$ cat src/rtl/ex_stage_mdu.sv
// ex_stage_mdu
//   Execute stage: operand forwarding, combinational ALU and an iterative
//   RV32M multiply/divide unit. The MDU takes a fixed XLEN+2 EX cycles per op
//   (one start cycle, XLEN iteration cycles, one result cycle). It stalls the
//   pipeline through mdu_busy and latches its forwarded operands at start,
//   because MEM/WB keep moving and the forward sources change during the stall.
//
// Ports
//   clk, reset                      clock (rising edge), async active-high reset
//   ALUCode_ex, ALUSrcA_ex/B_ex     ALU operation and operand selects
//   MDUValid_ex, MDUOp_ex           M-extension op valid, funct3
//   flush_ex                        kill the EX instruction
//   Imm_ex, PC_ex                   immediate, PC
//   rs1/rs2 Addr_ex, Data_ex        source addresses, register-file data
//   ALUResult_mem, RegWriteData_wb  forward sources
//   rdAddr_mem/_wb, RegWrite_mem/_wb destination address / write enable
//   ALUResult_ex                    ALU result, or MDU result while MDUValid_ex
//   MemWriteData_ex                 forwarded rs2
//   ALU_A, ALU_B                    ALU operands
//   mdu_busy                        stall request
//   mdu_done                        one-cycle pulse, MDU result on ALUResult_ex
//
// state | meaning
// IDLE  | waiting; an MDU op here starts (busy asserted) and latches operands
// RUN   | one shift-add / restoring-subtract step per cycle, XLEN cycles
// DONE  | result register presented, done pulses, pipeline advances

module ex_stage_mdu #(
   parameter int XLEN    = 32,
   parameter int RADDR_W = 5
) (
   input  logic               clk,
   input  logic               reset,
   input  logic [3:0]         ALUCode_ex,
   input  logic               ALUSrcA_ex,
   input  logic [1:0]         ALUSrcB_ex,
   input  logic               MDUValid_ex,
   input  logic [2:0]         MDUOp_ex,
   input  logic               flush_ex,
   input  logic [XLEN-1:0]    Imm_ex,
   input  logic [XLEN-1:0]    PC_ex,
   input  logic [RADDR_W-1:0] rs1Addr_ex,
   input  logic [RADDR_W-1:0] rs2Addr_ex,
   input  logic [XLEN-1:0]    rs1Data_ex,
   input  logic [XLEN-1:0]    rs2Data_ex,
   input  logic [XLEN-1:0]    ALUResult_mem,
   input  logic [XLEN-1:0]    RegWriteData_wb,
   input  logic [RADDR_W-1:0] rdAddr_mem,
   input  logic [RADDR_W-1:0] rdAddr_wb,
   input  logic               RegWrite_mem,
   input  logic               RegWrite_wb,
   output logic [XLEN-1:0]    ALUResult_ex,
   output logic [XLEN-1:0]    MemWriteData_ex,
   output logic [XLEN-1:0]    ALU_A,
   output logic [XLEN-1:0]    ALU_B,
   output logic               mdu_busy,
   output logic               mdu_done
);

   localparam int CNT_W = $clog2(XLEN);
   localparam int SH_W  = $clog2(XLEN);

   typedef enum logic [1:0] {S_IDLE, S_RUN, S_DONE} state_t;

   state_t               r_state;
   logic [CNT_W-1:0]     r_count;
   logic [XLEN-1:0]      r_hi;
   logic [XLEN-1:0]      r_lo;
   logic [XLEN-1:0]      r_b;
   logic [2:0]           r_op;
   logic                 r_neg_res;
   logic                 r_neg_rem;
   logic                 r_div0;
   logic [XLEN-1:0]      r_result;

   logic [XLEN-1:0]      w_fwd_a, w_fwd_b, w_alu;
   logic                 w_sgn_a, w_sgn_b, w_neg_a, w_neg_b;
   logic [XLEN-1:0]      w_mag_a, w_mag_b;
   logic [SH_W-1:0]      w_shamt;
   logic [XLEN:0]        w_sum, w_rt;
   logic                 w_ge;
   logic [XLEN-1:0]      w_rsub, w_hi_nxt, w_lo_nxt;
   logic [2*XLEN-1:0]    w_prod, w_prod_s;
   logic [XLEN-1:0]      w_quot, w_rem, w_final;

   // Forwarding: MEM has priority over WB; x0 is never forwarded.
   always_comb begin
      w_fwd_a = rs1Data_ex;
      if (RegWrite_mem && rdAddr_mem != '0 && rdAddr_mem == rs1Addr_ex)
         w_fwd_a = ALUResult_mem;
      else if (RegWrite_wb && rdAddr_wb != '0 && rdAddr_wb == rs1Addr_ex)
         w_fwd_a = RegWriteData_wb;

      w_fwd_b = rs2Data_ex;
      if (RegWrite_mem && rdAddr_mem != '0 && rdAddr_mem == rs2Addr_ex)
         w_fwd_b = ALUResult_mem;
      else if (RegWrite_wb && rdAddr_wb != '0 && rdAddr_wb == rs2Addr_ex)
         w_fwd_b = RegWriteData_wb;
   end

   assign MemWriteData_ex = w_fwd_b;
   assign ALU_A = ALUSrcA_ex ? PC_ex : w_fwd_a;

   always_comb begin
      case (ALUSrcB_ex)
         2'd1:    ALU_B = Imm_ex;
         2'd2:    ALU_B = XLEN'(4);
         default: ALU_B = w_fwd_b;
      endcase
   end

   assign w_shamt = ALU_B[SH_W-1:0];

   always_comb begin
      case (ALUCode_ex)
         4'd0:    w_alu = ALU_A + ALU_B;
         4'd1:    w_alu = ALU_A - ALU_B;
         4'd2:    w_alu = ALU_A << w_shamt;
         4'd3:    w_alu = {{(XLEN-1){1'b0}}, $signed(ALU_A) < $signed(ALU_B)};
         4'd4:    w_alu = {{(XLEN-1){1'b0}}, ALU_A < ALU_B};
         4'd5:    w_alu = ALU_A ^ ALU_B;
         4'd6:    w_alu = ALU_A >> w_shamt;
         4'd7:    w_alu = $unsigned($signed(ALU_A) >>> w_shamt);
         4'd8:    w_alu = ALU_A | ALU_B;
         4'd9:    w_alu = ALU_A & ALU_B;
         4'd10:   w_alu = ALU_B;
         default: w_alu = '0;
      endcase
   end

   // Operand signedness by funct3: MULH, MULHSU, DIV, REM treat rs1 as signed;
   // MULHSU keeps rs2 unsigned.
   assign w_sgn_a = (MDUOp_ex == 3'd1) || (MDUOp_ex == 3'd2) ||
                    (MDUOp_ex == 3'd4) || (MDUOp_ex == 3'd6);
   assign w_sgn_b = (MDUOp_ex == 3'd1) || (MDUOp_ex == 3'd4) || (MDUOp_ex == 3'd6);
   assign w_neg_a = w_sgn_a & w_fwd_a[XLEN-1];
   assign w_neg_b = w_sgn_b & w_fwd_b[XLEN-1];
   assign w_mag_a = w_neg_a ? -w_fwd_a : w_fwd_a;
   assign w_mag_b = w_neg_b ? -w_fwd_b : w_fwd_b;

   // One iteration of the unsigned core. Multiply: {hi,lo} holds partial
   // product and remaining multiplier bits. Divide: hi is the partial
   // remainder, lo shifts out dividend bits and shifts in quotient bits.
   always_comb begin
      w_sum  = {1'b0, r_hi} + (r_lo[0] ? {1'b0, r_b} : '0);
      w_rt   = {r_hi, r_lo[XLEN-1]};
      w_ge   = (w_rt >= {1'b0, r_b});
      w_rsub = w_rt[XLEN-1:0] - r_b;
      if (r_op[2]) begin
         // when no subtract happens, w_rt < divisor so its top bit is zero
         w_hi_nxt = w_ge ? w_rsub : w_rt[XLEN-1:0];
         w_lo_nxt = {r_lo[XLEN-2:0], w_ge};
      end else begin
         w_hi_nxt = w_sum[XLEN:1];
         w_lo_nxt = {w_sum[0], r_lo[XLEN-1:1]};
      end
   end

   // Sign fix-up and special cases applied to the final iteration's output.
   // Signed overflow (-2^(XLEN-1) / -1) falls out of the magnitude path:
   // quotient magnitude 2^(XLEN-1) with positive sign, remainder 0.
   always_comb begin
      w_prod   = {w_hi_nxt, w_lo_nxt};
      w_prod_s = r_neg_res ? -w_prod : w_prod;
      w_quot   = r_div0 ? '1 : (r_neg_res ? -w_lo_nxt : w_lo_nxt);
      w_rem    = r_neg_rem ? -w_hi_nxt : w_hi_nxt;
      case (r_op)
         3'd0:          w_final = w_prod_s[XLEN-1:0];
         3'd1, 3'd2,
         3'd3:          w_final = w_prod_s[2*XLEN-1:XLEN];
         3'd4, 3'd5:    w_final = w_quot;
         default:       w_final = w_rem;
      endcase
   end

   always_ff @(posedge clk or posedge reset) begin
      if (reset) begin
         r_state   <= S_IDLE;
         r_count   <= '0;
         r_hi      <= '0;
         r_lo      <= '0;
         r_b       <= '0;
         r_op      <= '0;
         r_neg_res <= 1'b0;
         r_neg_rem <= 1'b0;
         r_div0    <= 1'b0;
         r_result  <= '0;
      end else if (flush_ex) begin
         r_state <= S_IDLE;
         r_count <= '0;
      end else begin
         case (r_state)
            S_IDLE: begin
               if (MDUValid_ex) begin
                  r_state   <= S_RUN;
                  r_count   <= CNT_W'(XLEN-1);
                  r_hi      <= '0;
                  r_lo      <= w_mag_a;
                  r_b       <= w_mag_b;
                  r_op      <= MDUOp_ex;
                  r_neg_res <= w_neg_a ^ w_neg_b;
                  r_neg_rem <= w_neg_a;
                  r_div0    <= MDUOp_ex[2] && (w_fwd_b == '0);
               end
            end
            S_RUN: begin
               r_hi <= w_hi_nxt;
               r_lo <= w_lo_nxt;
               if (r_count == '0) begin
                  r_state  <= S_DONE;
                  r_result <= w_final;
               end else begin
                  r_count <= r_count - 1'b1;
               end
            end
            default: r_state <= S_IDLE;
         endcase
      end
   end

   // Busy is combinational so the hazard unit holds the pipeline in the start
   // cycle; reset gates it so an in-flight request disappears immediately.
   assign mdu_busy = !reset && !flush_ex &&
                     ((r_state == S_RUN) || (r_state == S_IDLE && MDUValid_ex));
   assign mdu_done = (r_state == S_DONE);

   always_comb begin
      if (MDUValid_ex)
         ALUResult_ex = (r_state == S_DONE) ? r_result : '0;
      else
         ALUResult_ex = w_alu;
   end

endmodule
$ cat config.mk
export PLATFORM = sky130hd
export DESIGN_NAME = ex_stage_mdu
export DESIGN_NICKNAME = d
export VERILOG_FILES = /design/src/rtl/ex_stage_mdu.sv
export SDC_FILE = /design/constraint.sdc
export NUM_CORES = 2
export LEC_CHECK = 0
export BUFFER_PORTS_ARGS = -buffer_cell sky130_fd_sc_hd__buf_2
export CORE_ASPECT_RATIO = 1.1
export CORE_MARGIN = 5
export CORE_UTILIZATION = 45
export DETAILED_ROUTE_END_ITERATION = 10
export PLACE_DENSITY = 0.65
export SETUP_SLACK_MARGIN = 0.05
export SLEW_MARGIN = 25
export SYNTH_ARGS = -nofsm -noshare
export SYNTH_HDL_FRONTEND = slang
export SYNTH_SLANG_ARGS = --single-unit
$ cat constraint.sdc
create_clock -name clk -period 7.6 [get_ports clk]
set_input_delay 0.76 -clock clk [delete_from_list [all_inputs] [get_ports clk]]
set_output_delay 0.76 -clock clk [all_outputs]
set_load 0.02 [all_outputs]
==> impl_metrics.py <==
metrics = {
    "power_and_ir_drop": {
        "vdd_ir_drop_max_uv": 160,
        "p_per_area_nw_per_um2": 297,
        "p_leak_nw": 13.2,
    },
    "timing": {
        "min_period_ps": 7370,
        "setup_slack_ps": 233,
        "max_slew.worst_pin.slew_ps": 1110,
        "drv_slew": 0,
        "hold_slack_ps": 495,
        "finalSetupTns_ps": 0,
        "skew_ps": 13.8,
        "relSlewSlack_pct": 26.0,
        "hold_viol_final": 0,
        "rsz0062_at_grt": "false",
        "setup_viol_count_final": 0,
        "period_share_pct": 96.9,
        "fmax_mhz": 136,
    },
    "floorplanning": {
        "die_width_um": 237,
        "pin_count": 358,
        "start_util_pct": 45.5,
        "die_area_um2": 61800,
        "die_height_um": 260,
        "fp.coreArea_um2": 56200,
        "rows": 91,
    },
    "placement": {
        "pre_cts_ws_ps": 99.9,
        "io_buffer_count": 357,
        "dp_hpwl_mm": 115,
        "gp_congestion": 1.13,
        "place_area_um2": 29000,
    },
    "layout": {
        "final_layout_size_suffix_gt1_share_pct": 17.9,
        "utilization_pct": 52.8,
        "area_growth_pct": 16.0,
        "final_area_um2": 29700,
        "final_nets": 4399,
    },
    "setup_path": {
        "cp.required_ps": 6840,
        "critical-path-top-delay-family": "compound AO/OA/AOI/OAI gates",
        "critPathArrivalTime_ps": 6610,
        "end_kind": "primary output",
        "slowest_stage": "or4_1",
        "reg2reg_from": "r_b[19]",
        "path_max_fanout": 14,
        "criticalPathCategory": "in -> out",
        "start_kind": "input port",
        "critPathMaxStageDelay_ps": 590,
        "critPathBufInv": 4,
        "startpoint": "rdAddr_mem[1]",
    },
    "yosys": {
        "synth_warnings": 0,
        "synth-xor-area-share_pct": 6.50,
        "synth-compound-area-share_pct": 32.6,
        "synth_simple_gate_area_share_pct": 22.0,
        "syn-cell-area_um2": 25600,
        "synthCells": 3647,
        "synthFlopType": "dfrtp_1",
        "synth_cell_types": 108,
        "synth-edff-count": 0,
        "synth_nets": 4055,
        "ys_seq_elements": 141,
        "synth_top_family_by_area": "compound AO/OA/AOI/OAI gates",
        "synth_fa_ha_area_share_pct": 8.91,
        "ys_seq_area_share_pct": 13.8,
        "synthMuxAreaShare_pct": 9.80,
        "syn_avg_cell_area_um2": 7.02,
        "synthArstFlopShare_pct": 100,
    },
    "global_route": {
        "grt_overflow": 0,
        "busiest_layer": "met2",
        "grt_pass1_vias": 30800,
        "grt_max_degree": 96,
        "grt_pass1_wl_mm": 204,
        "antenna_found_initial": 13,
        "track_usage_pct": 43.8,
        "met2_usage_pct": 70.4,
        "grtUsageMet3_pct": 8.79,
        "grt_util_met1_pct": 50.3,
    },
    "clocking": {
        "clockRootBuffer": "clkbuf_16",
        "clockBufferDepth": 2,
        "cts_htree_levels": 4,
        "clk_latency_ps": 450,
        "clkTransAtPathRegs_ps": 60,
        "cts_tree": "built",
        "cts_buffers": 17,
        "cts.sinks": 141,
    },
    "route": {
        "vias_per_cell": 6.76,
        "dr.first_iter.drc_count": 3827,
        "ant_nets": 0,
        "firstDrtPassIters": 8,
        "detail_route.wl_per_cell_um": 29.9,
        "drc_errors": 0,
        "drt_wl_total_mm": 142,
        "num_vias": 32100,
    },
    "hold_path": {
        "min_from": "r_result[8]",
        "hold_path_class": "reg -> reg",
    },
    "run_status": {
        "status": "finished clean",
    },
    "flow_run": {
        "maxCapViolations": 0,
    },
}
[report_power, final]
part	switching, W	internal (W)	leakage [nW]
logic	0.00427	0.00228	11.2
clock network	0.000405	0.000471	0.294
registers	0.000412	0.000999	1.79
[worst reg2reg max path, stage by stage (launching register included)]
cell,delay [ps]
dfrtp_1,510
inv_1,80
ha_1,450
nand4_1,250
nor4_1,840
nand4_1,270
o211a_1,230
nand2_1,430
nor3_4,180
a221oi_2,300
buf_4,210
ha_1,260
a21bo_2,280
or3b_1,360
and4bb_4,430
nand4_4,170
o31ai_1,330
xnor2_1,110
a221oi_1,340
o21ai_1,120
[sequential cells by signal, summed over array words and instances (netlist names)]
register   cells
r_b           32
r_hi          32
r_lo          32
r_result      32
r_count        5
r_op           3
r_state        2
r_div0         1
r_neg_rem      1
r_neg_res      1
[Yosys cell counts, drive strengths merged (9+ instances only)]
cell | count | share of area [%]
a2111oi | 11 | 0.38
a211oi | 44 | 1.3
a21o | 54 | 1.6
a21oi | 334 | 6.6
a221o | 12 | 0.47
a221oi | 53 | 1.9
a22o | 30 | 1.0
a22oi | 42 | 1.3
a311oi | 10 | 0.37
a31oi | 63 | 1.6
a32oi | 9 | 0.31
a41oi | 11 | 0.38
and2 | 69 | 1.7
and3 | 22 | 0.54
buf | 56 | 1.1
clkbuf | 186 | 2.7
dfrtp | 141 | 14
ha | 176 | 8.6
inv | 167 | 2.4
mux2 | 22 | 0.97
mux2i | 221 | 8.7
nand2 | 406 | 6.0
nand2b | 32 | 0.78
nand3 | 59 | 1.2
nand4 | 49 | 1.3
nor2 | 306 | 4.5
nor2b | 26 | 0.64
nor3 | 84 | 1.7
nor4 | 45 | 1.1
o211ai | 42 | 1.3
o21a | 20 | 0.59
o21ai | 344 | 6.7
o21bai | 21 | 0.62
o221ai | 26 | 0.89
o22ai | 24 | 0.59
o31ai | 49 | 1.5
o41ai | 13 | 0.56
or2 | 26 | 0.65
or3 | 26 | 0.64
xnor2 | 119 | 4.1
xor2 | 71 | 2.4
[final cells by class]
type | instances | area [µm²]
fill | 5831 | 26500
multi-input combinational | 3093 | 20600
sequential | 141 | 3530
timing repair buffer | 567 | 3360
tap | 744 | 931
inverter | 171 | 647
clock buffer | 18 | 429
clock inverter | 14 | 169
antenna | 5 | 12.5
[cells in the final DEF (no fill, tap or decap), types with 24 or more instances in the layout]
master    netlist  final
nand2_1       405    404
buf_4           3    210
a221oi_1       51     51
nor2b_1        26     24
xor2_1         71     71
inv_1         166    165
o211ai_1       41     41
ha_1          176    176
dfrtp_1       141    139
nand2b_1       32     31
a31oi_1        62     62
o31ai_1        48     48
xnor2_1       119    119
a22oi_1        41     39
buf_2          31    357
a21o_1         54     54
nand4_1        48     48
mux2i_1       220    218
o21ai_1        29     28
nand3_1        57     56
o21ai_0       314    313
nor3_1         83     78
a21oi_1       331    328
nor4_1         43     42
o221ai_1       26     26
a211oi_1       44     44
or3_1          26     25
nor2_1        305    303
and2_1         67     67
a22o_1         30     29
[through the flow]
| stage | power (W) | instances |
|---|---|---|
| 2_1_floorplan | 0.00546 | 3647 |
| 3_3_place_gp | 0.00766 | 4707 |
| 3_5_place_dp | 0.00766 | 4708 |
| 4_1_cts | 0.00857 | 4740 |
| 5_1_grt | 0.00927 | 4749 |
| 6_report | 0.00883 | 4753 |
[logic make-up (layout without fill, tap and decap cells)]
kind of cell | Yosys count | in the layout
flip-flops | 141 | 141
other | 0 | 5
multiplexers | 245 | 245
XOR/XNOR | 190 | 190
buffers and inverters | 413 | 770
adder cells (fa/ha/maj) | 180 | 180
AND/OR/NAND/NOR | 1189 | 1189
AO/OA/AOI/OAI | 1289 | 1289
[timing repair]
| action | in CTS | in global routing |
|---|---|---|
| hold buffers | 0 | 0 |
| setup endpoints to repair | 0 | 12 |
| setup buffers | 0 | 8 |
| resized for setup | 0 | 10 |
[worst paths after layout]
path,endpoint,cells after the start,slack [ps]
max,ALUResult_ex[0],25,230
min,r_result[8],2,500
max reg2reg,r_result[26],19,1320
min reg2reg,r_result[8],2,500
max in group asynchronous,r_hi[27],3,5840
min in group asynchronous,r_b[10],2,510
[routing by layer]
layer / up-vias / part of all wire (%) / wire length, µm
met3: 597 / 9.3 / 13200
met2: 2093 / 44 / 62900
met1: 15200 / 36 / 50900
li1: 14200 / - / -
met5: - / 0.077 / 110
met4: 14 / 11 / 15000
No activity file was read; power rests on OpenSTA's default activity.
